<file path="config.mk">
export PLATFORM = sky130hd
export DESIGN_NAME = reg_file_ctrl
export DESIGN_NICKNAME = d
export VERILOG_FILES = /design/src/rtl/reg_file_ctrl.sv
export SDC_FILE = /design/constraint.sdc
export NUM_CORES = 1
export LEC_CHECK = 0
export BUFFER_PORTS_ARGS = -buffer_cell sky130_fd_sc_hd__buf_2
export CORE_UTILIZATION = 39
export DETAILED_ROUTE_END_ITERATION = 6
export PLACE_DENSITY = 0.79
export SYNTH_ARGS = -nofsm -noshare
export SYNTH_HDL_FRONTEND = slang
export SYNTH_SLANG_ARGS = --single-unit
</file>
<file path="constraint.sdc">
create_clock -name clk -period 2.3 [get_ports clk]
set_input_delay 0.115 -clock clk [delete_from_list [all_inputs] [get_ports clk]]
set_output_delay 0.115 -clock clk [all_outputs]
set_load 0.05 [all_outputs]
</file>
<file path="src/rtl/reg_file_ctrl.sv">
// Register-file write-port controller: post-reset clear sweep, x0 write masking,
// and arbitration of the write port / read port 1 between core writeback and debug.
module reg_file_ctrl #(
    parameter int ADDR_W     = 5,
    parameter int DATA_W     = 32,
    parameter int NREGS      = 32,
    parameter int STARVE_MAX = 4
) (
    input  logic              clk,
    input  logic              rst,
    input  logic              wb_we,
    input  logic [ADDR_W-1:0] wb_addr,
    input  logic [DATA_W-1:0] wb_data,
    input  logic [ADDR_W-1:0] core_a1,
    input  logic              dbg_req,
    input  logic              dbg_we,
    input  logic [ADDR_W-1:0] dbg_addr,
    input  logic [DATA_W-1:0] dbg_wdata,
    output logic              dbg_gnt,
    output logic              dbg_rvalid,
    output logic [DATA_W-1:0] dbg_rdata,
    output logic              core_stall,
    output logic              init_done,
    output logic [ADDR_W-1:0] rf_a1,
    input  logic [DATA_W-1:0] rf_rd1,
    output logic [ADDR_W-1:0] rf_a3,
    output logic [DATA_W-1:0] rf_wd3,
    output logic              rf_we3
);

    localparam int SW = (STARVE_MAX > 1) ? $clog2(STARVE_MAX) : 1;
    localparam logic [ADDR_W-1:0] SWEEP_LAST  = ADDR_W'(NREGS - 1);
    localparam logic [SW-1:0]     STARVE_LAST = SW'(STARVE_MAX - 1);

    typedef enum logic {S_INIT, S_RUN} state_e;

    state_e            state_q, state_d;
    logic [ADDR_W-1:0] sweep_q, sweep_d;
    logic [SW-1:0]     starve_q, starve_d;
    logic              init_done_q, init_done_d;
    logic              gnt_q, gnt_d;
    logic              rvalid_q, rvalid_d;
    logic [DATA_W-1:0] rdata_q, rdata_d;
    logic              rd_gnt, wr_gnt;

    always_ff @(posedge clk or negedge rst) begin
        if (!rst) begin
            state_q     <= S_INIT;
            sweep_q     <= '0;
            starve_q    <= '0;
            init_done_q <= 1'b0;
            gnt_q       <= 1'b0;
            rvalid_q    <= 1'b0;
            rdata_q     <= '0;
        end else begin
            state_q     <= state_d;
            sweep_q     <= sweep_d;
            starve_q    <= starve_d;
            init_done_q <= init_done_d;
            gnt_q       <= gnt_d;
            rvalid_q    <= rvalid_d;
            rdata_q     <= rdata_d;
        end
    end

    always_comb begin
        state_d     = state_q;
        sweep_d     = sweep_q;
        starve_d    = starve_q;
        init_done_d = init_done_q;
        rvalid_d    = 1'b0;
        rdata_d     = rdata_q;
        rd_gnt      = 1'b0;
        wr_gnt      = 1'b0;
        dbg_gnt     = 1'b0;
        core_stall  = 1'b0;
        rf_a1       = core_a1;
        rf_a3       = wb_addr;
        rf_wd3      = wb_data;
        rf_we3      = 1'b0;

        unique case (state_q)
            S_INIT: begin
                // rst gates the write so nothing lands in the array while reset is held
                rf_we3     = rst;
                rf_a3      = sweep_q;
                rf_wd3     = '0;
                core_stall = 1'b1;
                sweep_d    = sweep_q + 1'b1;
                if (sweep_q == SWEEP_LAST) begin
                    state_d     = S_RUN;
                    init_done_d = 1'b1;
                    sweep_d     = '0;
                end
            end
            S_RUN: begin
                // gnt_q blocks a second grant to a request still held after its grant
                rd_gnt = dbg_req && !dbg_we && !gnt_q;
                wr_gnt = dbg_req && dbg_we && !gnt_q &&
                         (!wb_we || (starve_q == STARVE_LAST));
                rf_we3 = wb_we && (wb_addr != '0);
                if (rd_gnt) begin
                    dbg_gnt    = 1'b1;
                    core_stall = 1'b1;
                    rf_a1      = dbg_addr;
                    rvalid_d   = 1'b1;
                    rdata_d    = rf_rd1;
                end
                if (wr_gnt) begin
                    dbg_gnt    = 1'b1;
                    core_stall = wb_we;
                    rf_a3      = dbg_addr;
                    rf_wd3     = dbg_wdata;
                    rf_we3     = (dbg_addr != '0);
                end
                if (dbg_req && dbg_we && !wr_gnt) begin
                    starve_d = (starve_q == STARVE_LAST) ? starve_q : starve_q + 1'b1;
                end else begin
                    starve_d = '0;
                end
            end
            default: state_d = S_INIT;
        endcase
    end

    assign gnt_d      = dbg_gnt;
    assign dbg_rvalid = rvalid_q;
    assign dbg_rdata  = rdata_q;
    assign init_done  = init_done_q;

endmodule

</file>
==> flow_summary.json <==
{
  "synthFlopType": "dfrtp_1",
  "die_x_um": 80.26,
  "synth_top_family_by_area": "multiplexers",
  "antenna_found_initial": 0,
  "nNetsFinal": 565,
  "antenna_cells": 0,
  "fmax_mhz": 468.0,
  "cts_tree": "yes",
  "grt_pass1_vias": 2223,
  "gr-usage-met3_pct": 6.705,
  "cts.sinks": 43,
  "synth_warnings": 0,
  "cts_setup_buffers": 0,
  "die_area_um2": 6442,
  "grt_max_degree": 44,
  "synthXorXnorAreaFrac_pct": 0,
  "finClkSkew_ps": 12.00,
  "setup_viol": 0,
  "synth_area_per_cell_um2": 9.367,
  "netlist_area_um2": 2389,
  "worstPathRequired_ps": 2180,
  "grt_overflow": 0,
  "ios": 195,
  "setup_tns_ps": 0,
  "synth_mux_area_share_pct": 19.28,
  "crit_fanout": 38,
  "status": "complete, no violations",
  "num_rows": 28,
  "period_needed_ps": 2137,
  "hp-class": "input port to flop",
  "max-cap-violations": 0,
  "grt_pass1_wl_um": 10220,
  "coreArea_um2": 5921,
  "start_util_pct": 40.34,
  "via_per_inst": 4.929,
  "worstSetupPathType": "flop to output port",
  "root_buffer": "clkbuf_8",
  "wire_per_inst_um": 13.39,
  "postSynthCellCount": 255,
  "portBuffers": 194,
  "die_h_um": 80.26,
  "synth_compound_area_share_pct": 11.84,
  "finalMaxSlewViolations": 0,
  "synth_area_leaders": "dfrtp_1 45%, nand2_1 12%, mux2_2 9.9%, mux2_1 9.0%, a21oi_1 6.9%",
  "synth_cell_types": 33,
  "synthAdderAreaFrac_pct": 1.572,
  "syn_to_final_growth_pct": 47.98,
  "first_pass_iters": 4,
  "hold_violations": 0,
  "layout_common_cells": "192 x buf_2, 77 x nand2_1, 43 x dfrtp_1, 33 x a21oi_1, 21 x mux2_2",
  "fin_util_pct": 59.70,
  "synth_top_area_share_pct": 45.05,
  "top_usage_layer": "met2",
  "grtUsageTotal_pct": 20.59,
  "drt_iter0_markers": 56,
  "grt_util_met2_pct": 36.24,
  "power_uw": 2592,
  "drc": 0,
  "cts_max_level": 2,
  "via_count": 2573,
  "clockBufferDepth": 2,
  "path_clk_slew_ps": 80,
  "ant_nets": 0,
  "place.gp.congestion": 0.7367,
  "use_met1_pct": 23.52,
  "layout_commonest_cell": "buf_2",
  "yosys_register_bits": 43,
  "async_reset_ff_share_pct": 100.0,
  "synth_edf_count": 0,
  "synth_simple_gate_area_share_pct": 17.29,
  "worst_pin_slew_ps": 518.5,
  "rsz0062_at_grt": "false",
  "endpoint_kind": "output port",
  "power_density_nw_per_um2": 733.4,
  "leakagePower_uw": 0.001892,
  "hpwl_um": 5486,
  "insertion_delay_ps": 290,
  "slew_headroom_pct": 65.44,
  "period_share_pct": 92.90,
  "synth_area_leader_cell": "dfrtp_1",
  "drive_above_1_share_pct": 52.80,
  "cts_made_buffers": 5,
  "worstPathArrival_ps": 2020,
  "seq_area_frac_synth_pct": 45.05,
  "routed_wl_um": 6990,
  "regToRegSetupSlack_ps": 500,
  "fin_hold_ws_ps": 40.64,
  "peakVddDrop_v": 0.0005484,
  "synth_nets": 374,
  "start_kind": "flop"
}
## where the power goes
part           switching [µW]  internal [µW]
clock network             256            246
registers                57.1            871
logic                     845            318
total                    1160           1430
## layout make-up
class	instances	area, µm²
flip-flops and latches	43	1076
clock inverters	2	13.76
fillers	543	2386
inverters	1	3.754
multi-input cells	194	1209
well taps	75	93.84
repair buffers	201	1056
clock buffers	6	82.58
## layer usage
layer | vias to the layer above | share of wire [%]
met1 | 1191 | 40
met5 | - | 0
met3 | 8 | 8.9
met4 | 0 | 1.3
li1 | 1247 | -
met2 | 127 | 50
## stage by stage
stage / area [µm²] / cells / setup slack (ps)
final: 3535 / 522 / 163.2
after global placement: 3421 / 513 / 498.3
after CTS: 3527 / 522 / 54.25
after floorplan: 2389 / 255 / 209.7
after global routing: 3535 / 522 / 49.77
after detailed placement: 3421 / 513 / 364.2
## flip-flops by register name, indices dropped and copies added (netlist names)
register,cells
starve_q,2
gnt_q,1
init_done,1
dbg_rvalid,1
dbg_rdata,32
state_q,1
sweep_q,5
## kinds of logic after synthesis
family | count (synthesis)
simple gates | 100
compound gates | 50
flops | 43
mux | 41
buf+inv | 18
fa+ha+maj | 3
## what timing repair did
action	CTS	global route
hold endpoints to repair	43	0
gates resized for setup	0	3
endpoints found under the setup margin	0	20
hold buffers	1	0
## Yosys cell counts, types with 2 or more instances
cell and number:
ha_1 3, mux2_2 21, nor3_2 2, buf_4 2
a31oi_1 6, dfrtp_1 43, nor2_1 10, a21oi_1 33
buf_6 5, clkbuf_1 4, nor3_1 2, a21o_1 2
buf_2 5, nand2_1 77, mux2_1 19, o21ai_0 4
## critical path, cell delays in order, from the launching register on
cell and delay (ps):
dfrtp_1 360, ha_1 230, nor2b_2 80, or3_1 350
buf_12 190, o31ai_2 230, o2bb2ai_1 90, buf_2 210
## path summary, 6_finish.rpt
check	end	cells past startpoint	startpoint
worst min-delay path	dbg_rdata[31]	2	rf_rd1[31]
worst min register to register	init_done	1	init_done
worst max register to register	dbg_rdata[19]	4	gnt_q
max in group asynchronous	starve_q[1]	3	rst
worst max-delay path	rf_we3	7	starve_q[0]
min in group asynchronous	dbg_rdata[11]	3	rst
(Power assumes the default switching activity.)
